==> src/rtl/pkg_keypad.sv <==
// Shared types and constants for the 4x4 keypad scanner: FSM states, key map, column drive.
package pkg_keypad;

  typedef enum logic [1:0] {
    StScan,
    StDebounce,
    StPressed,
    StReleaseWait
  } state_e;

  // Nibble at index {row, col}: row0 = 1 2 3 A, row1 = 4 5 6 B, row2 = 7 8 9 C, row3 = E 0 F D.
  localparam logic [63:0] KeyMap = 64'hDF0E_C987_B654_A321;

  // Active-low column drive per column index: 1110, 1101, 1011, 0111.
  localparam logic [15:0] ColDrive = 16'h7BDE;

  function automatic logic [3:0] key_code(input logic [1:0] row, input logic [1:0] col);
    return KeyMap[{row, col, 2'b00} +: 4];
  endfunction

  function automatic logic [3:0] col_drive(input logic [1:0] col);
    return ColDrive[{col, 2'b00} +: 4];
  endfunction

  function automatic logic [1:0] first_low(input logic [3:0] rows);
    logic [1:0] idx;
    idx = 2'd3;
    for (int i = 3; i >= 0; i--) begin
      if (!rows[i]) idx = 2'(i);
    end
    return idx;
  endfunction

endpackage

==> src/rtl/module_scan_timer.sv <==
// Column-slot timer: counts one slot of 10 MHz cycles and flags the last cycle of each slot.
module module_scan_timer #(
  parameter int unsigned FREC_SCAN = 1_000,
  parameter int unsigned BITS_SCAN = 14
) (
  input  logic clk_i,
  input  logic reset_i,
  output logic tick_o
);

  localparam int unsigned SlotLen = 10_000_000 / FREC_SCAN;
  localparam logic [BITS_SCAN-1:0] SlotLast = BITS_SCAN'(SlotLen - 1);

  logic [BITS_SCAN-1:0] cnt_q, cnt_d;

  assign tick_o = (cnt_q == SlotLast);

  always_comb begin
    cnt_d = tick_o ? '0 : cnt_q + BITS_SCAN'(1);
  end

  always_ff @(posedge clk_i) begin
    if (reset_i) cnt_q <= '0;
    else         cnt_q <= cnt_d;
  end

endmodule

==> src/rtl/module_keypad_scan.sv <==
// 4x4 keypad scanner: rotates an active-low column, debounces press and release of one key,
// and shifts each accepted key code into an eight-digit hex history.
module module_keypad_scan
  import pkg_keypad::*;
#(
  parameter int unsigned FREC_SCAN      = 1_000,
  parameter int unsigned BITS_SCAN      = 14,
  parameter int unsigned DEBOUNCE_TICKS = 4
) (
  input  logic        clk_10Mhz_i,
  input  logic        reset_i,
  input  logic [3:0]  row_i,
  output logic [3:0]  col_o,
  output logic [3:0]  key_code_o,
  output logic        key_valid_o,
  output logic        key_held_o,
  output logic [31:0] digits_o
);

  localparam int unsigned CntW = $clog2(DEBOUNCE_TICKS + 1);
  localparam logic [CntW-1:0] CntLast = CntW'(DEBOUNCE_TICKS - 1);

  logic            tick;
  logic [3:0]      row_meta_q, row_sync_q;
  state_e          state_q, state_d;
  logic [1:0]      col_q, col_d;
  logic [1:0]      row_q, row_d;
  logic [CntW-1:0] cnt_q, cnt_d;
  logic            accept;
  logic            row_low;
  logic [3:0]      code_q;
  logic            valid_q;
  logic [31:0]     digits_q;

  module_scan_timer #(
    .FREC_SCAN(FREC_SCAN),
    .BITS_SCAN(BITS_SCAN)
  ) u_timer (
    .clk_i  (clk_10Mhz_i),
    .reset_i(reset_i),
    .tick_o (tick)
  );

  // Rows are asynchronous to the clock; idle level is high.
  always_ff @(posedge clk_10Mhz_i) begin
    if (reset_i) begin
      row_meta_q <= 4'hF;
      row_sync_q <= 4'hF;
    end else begin
      row_meta_q <= row_i;
      row_sync_q <= row_meta_q;
    end
  end

  always_ff @(posedge clk_10Mhz_i) begin
    if (reset_i) begin
      state_q <= StScan;
      col_q   <= '0;
      row_q   <= '0;
      cnt_q   <= '0;
    end else begin
      state_q <= state_d;
      col_q   <= col_d;
      row_q   <= row_d;
      cnt_q   <= cnt_d;
    end
  end

  // Outside scanning only the latched row is observed.
  assign row_low = ~row_sync_q[row_q];

  always_comb begin
    state_d = state_q;
    col_d   = col_q;
    row_d   = row_q;
    cnt_d   = cnt_q;
    accept  = 1'b0;
    if (tick) begin
      unique case (state_q)
        StScan: begin
          if (&row_sync_q) begin
            col_d = col_q + 2'd1;
          end else begin
            row_d   = first_low(row_sync_q);
            cnt_d   = '0;
            state_d = StDebounce;
          end
        end
        StDebounce: begin
          if (row_low) begin
            cnt_d = cnt_q + CntW'(1);
            if (cnt_q == CntLast) begin
              state_d = StPressed;
              accept  = 1'b1;
            end
          end else begin
            state_d = StScan;
            col_d   = col_q + 2'd1;
          end
        end
        StPressed: begin
          if (!row_low) begin
            state_d = StReleaseWait;
            cnt_d   = '0;
          end
        end
        StReleaseWait: begin
          if (row_low) begin
            state_d = StPressed;
          end else if (cnt_q == CntLast) begin
            state_d = StScan;
            col_d   = col_q + 2'd1;
          end else begin
            cnt_d = cnt_q + CntW'(1);
          end
        end
        default: state_d = StScan;
      endcase
    end
  end

  always_ff @(posedge clk_10Mhz_i) begin
    if (reset_i) begin
      code_q   <= '0;
      valid_q  <= 1'b0;
      digits_q <= '0;
    end else begin
      valid_q <= accept;
      if (accept) begin
        code_q   <= key_code(row_q, col_q);
        digits_q <= {digits_q[27:0], key_code(row_q, col_q)};
      end
    end
  end

  always_comb begin
    col_o       = col_drive(col_q);
    key_code_o  = code_q;
    key_valid_o = valid_q;
    key_held_o  = (state_q == StPressed) || (state_q == StReleaseWait);
    digits_o    = digits_q;
  end

endmodule

==> config.mk <==
export PLATFORM = sky130hd
export DESIGN_NAME = module_keypad_scan
export DESIGN_NICKNAME = d
export VERILOG_FILES = /design/src/rtl/pkg_keypad.sv /design/src/rtl/module_scan_timer.sv /design/src/rtl/module_keypad_scan.sv
export SDC_FILE = /design/constraint.sdc
export NUM_CORES = 1
export LEC_CHECK = 0
export CAP_MARGIN = 10
export CORE_UTILIZATION = 45
export DETAILED_ROUTE_END_ITERATION = 16
export PLACE_DENSITY = 0.69
export SLEW_MARGIN = 20
export SYNTH_ARGS = -nofsm -noshare
export SYNTH_HDL_FRONTEND = slang
export SYNTH_SLANG_ARGS = --single-unit
==> constraint.sdc <==
create_clock -name clk_10Mhz_i -period 1.85 [get_ports clk_10Mhz_i]
set_input_delay 0.4625 -clock clk_10Mhz_i [delete_from_list [all_inputs] [get_ports clk_10Mhz_i]]
set_output_delay 0.4625 -clock clk_10Mhz_i [all_outputs]
set_load 0.1 [all_outputs]
==> flow_summary.ini <==
[finish]
final_cells = 418
area_growth_pct = 42.6
antenna_cells = 0
drive_gt1_frac = 0.283
finalNetCount = 354

[synthesis]
netlist_area_um2 = 2820
synth_top_cell_by_area = dfxtp_1
synth_cell_types = 45
async_flop_share = 0
synth_nets = 303
ys.flop_type = dfxtp_1
syn_inst = 287
yosysTopAreaCellShare = 0.455
ys_warn_count = 0
yosysSeqAreaShare = 0.455
synth_edf_count = 0
synth_seq_cells = 64
syn_area_per_cell_um2 = 9.82
synthTopCellsByArea = dfxtp_1, mux2i_1, nand2_1, ha_1, xor2_1

[critical_path]
critPathMaxFanout = 9
start_kind = register
required_ns = 2.11
worst-path-buf-inv = 1
r2r_cells = 5
rr_startpoint = u_timer.cnt_q[5]
critical_path_cell_count = 5
critPathLaunch = u_timer.cnt_q[5]
endpoint_kind = register
crit_path_top_delay_cell = nor4b_2
rrSetupSlack_ns = 0.05
crit_chain = nor4b_2 -> and4_4 -> and4_4 -> clkbuf_16 -> mux2i_1
cpMostUsedCell = and4_4
slowest_delay_ns = 0.38
critical_path_class = register to register
worstPathArrival_ns = 2.06
r2r_end = digits_o[7]
crit_family = simple AND/OR/NAND/NOR gates
crit_path_end = digits_o[7]

[floorplanning]
rows = 28
die_y_um = 81.1
die_w_um = 81.1
initial_core_util = 0.471
io_pins = 48
dieArea_um2 = 6580
core_um2 = 5990

[cts]
clock-sinks = 64
clock_latency_ns = 0.34
clk_pin_slew_ns = 0.07
h-tree-depth = 3
clk_path_buf_depth = 2
clk_root_buffer_cell = clkbuf_8
cts-buffers-inserted = 9
hold_buffers = 0
postCtsSetupBuffers = 0
cts_tree = yes

[drt]
viasPerCell = 5.15
drcViolationCount = 0
wl_per_cell_um = 13.7
routed_wl_mm = 5.73
vias = 2153
firstDrtPassIters = 4
drtAntennaViolNets = 0
first_iter_violations = 94

[global_routing]
antenna_found_initial = 0
grt_max_degree = 22
track_usage = 0.196
grt_pass1_wl_mm = 9.60
grt-ovfl-total = 0
grt_pass1_vias = 2072

[sta]
timing.fmax_mhz = 555
worst_pin_slew_ns = 0.366
slew_viol_final = 0
period_needed_ns = 1.80
hold_violations = 0
setup_violations = 0
timing.hold.ws_ns = 0.413
finClkSkew_ns = 0.00831
maxSlewHeadroom = 0.756
fin_crit_sh = 0.975
finalSetupTns_ns = 0

[place]
dp_hpwl_mm = 4.19
place.gp.congestion = 0.820
place_inst = 401
port_buffers = 47

[outcome]
outcome = completed

[power]
p_leak_nw = 1.49
ir_drop_v = 0.000570
powerDensity_nw_per_um2 = 647

[worst_hold_path]
hold_path.class = register to register

[flow_run]
drv_cap = 0
[final cells by class]
class / count / area [um2]
Clock inverter: 6 / 60.1
Multi-Input combinational cell: 189 / 1360
Tap cell: 75 / 93.8
Clock buffer: 10 / 128
Timing Repair Buffer: 62 / 1050
Inverter: 12 / 45.0
Fill cell: 455 / 1970
Sequential cell: 64 / 1290
[power by group]
part,internal [mW],switching [mW]
logic,0.0333,0.0418
registers,1.39,0.00828
clock network,0.614,0.513
[cells by family after synthesis]
family | after synthesis | share of synthesized area
flops | 64 | 0.455
buf+inv | 34 | 0.0741
compound gates | 19 | 0.0475
xor+xnor | 12 | 0.0373
simple gates | 107 | 0.191
fa+ha+maj | 10 | 0.0444
mux | 41 | 0.151
[worst min-delay path by stage]
| stage | from | end | slack, ns | depth (start not counted) |
|---|---|---|---|---|
| 2_1_floorplan | row_meta_q[0] | row_sync_q[0] | 0.39 | 1 |
| 3_3_place_gp | row_meta_q[3] | row_sync_q[3] | 0.39 | 1 |
| 3_5_place_dp | row_meta_q[0] | row_sync_q[0] | 0.40 | 1 |
| 4_1_cts | row_meta_q[3] | row_sync_q[3] | 0.41 | 1 |
| 5_1_grt | row_meta_q[3] | row_sync_q[3] | 0.43 | 1 |
| 6_report | row_meta_q[3] | row_sync_q[3] | 0.41 | 1 |
[flip-flops by register name (all words and copies together), names as in the netlist, named ones only]
| name | count |
|---|---|
| key_valid_o | 1 |
| row_sync_q | 4 |
| u_timer.cnt_q | 14 |
| cnt_q | 3 |
| state_q | 1 |
| row_meta_q | 4 |
| row_q | 2 |
| key_code_o | 3 |
| digits_o | 29 |
| col_q | 2 |
[through the flow]
stage	area [um2]	total power, mW	util	setup WS [ns]
global route	4020	2.71	0.671	-0.00935
finish	4020	2.60	0.671	0.0468
floorplan	2820	1.47	-	0.0144
global placement	3770	1.50	0.629	0.0699
detailed placement	3770	1.51	0.629	0.0437
CTS	3960	2.63	0.661	0.00122
[synth_stat cells (3+ instances only)]
library cell and instances:
a21oi_1 4, and3_1 3, and4_1 6, buf_12 3
buf_4 4, clkbuf_1 11, dfxtp_1 64, ha_1 10
inv_1 11, mux2i_1 38, nand2_1 41, nand3_1 5
nand4_1 7, nor2_1 18, nor3_1 7, o21ai_0 3
or2_2 8, xor2_1 10
[routing by layer]
| layer | vias to the layer above | GRT usage | part of all wire |
|---|---|---|---|
| li1 | 1083 | - | - |
| met1 | 1014 | 0.244 | 0.46 |
| met2 | 45 | 0.311 | 0.48 |
| met3 | 11 | 0.0685 | 0.038 |
| met4 | 0 | 0.0750 | 0.019 |
| met5 | - | 0 | 0 |
[repair_timing]
action                     CTS  global route
gates resized for setup      3            12
setup endpoints to repair    3            37
gates cloned                 0             1
[cell usage in the layout, fill, tap and decap left out, types with 5 or more instances in the layout]
| cell type | n |
|---|---|
| xor2_1 | 10 |
| inv_1 | 9 |
| mux2i_1 | 37 |
| dfxtp_1 | 62 |
| nand4_1 | 7 |
| or2_2 | 8 |
| clkbuf_8 | 9 |
| nor2_1 | 18 |
| clkdlybuf4s50_1 | 5 |
| buf_4 | 12 |
| ha_1 | 8 |
| buf_12 | 44 |
| nand2_1 | 41 |
| nor3_1 | 7 |
No activity file was read; power rests on OpenSTA's default activity.
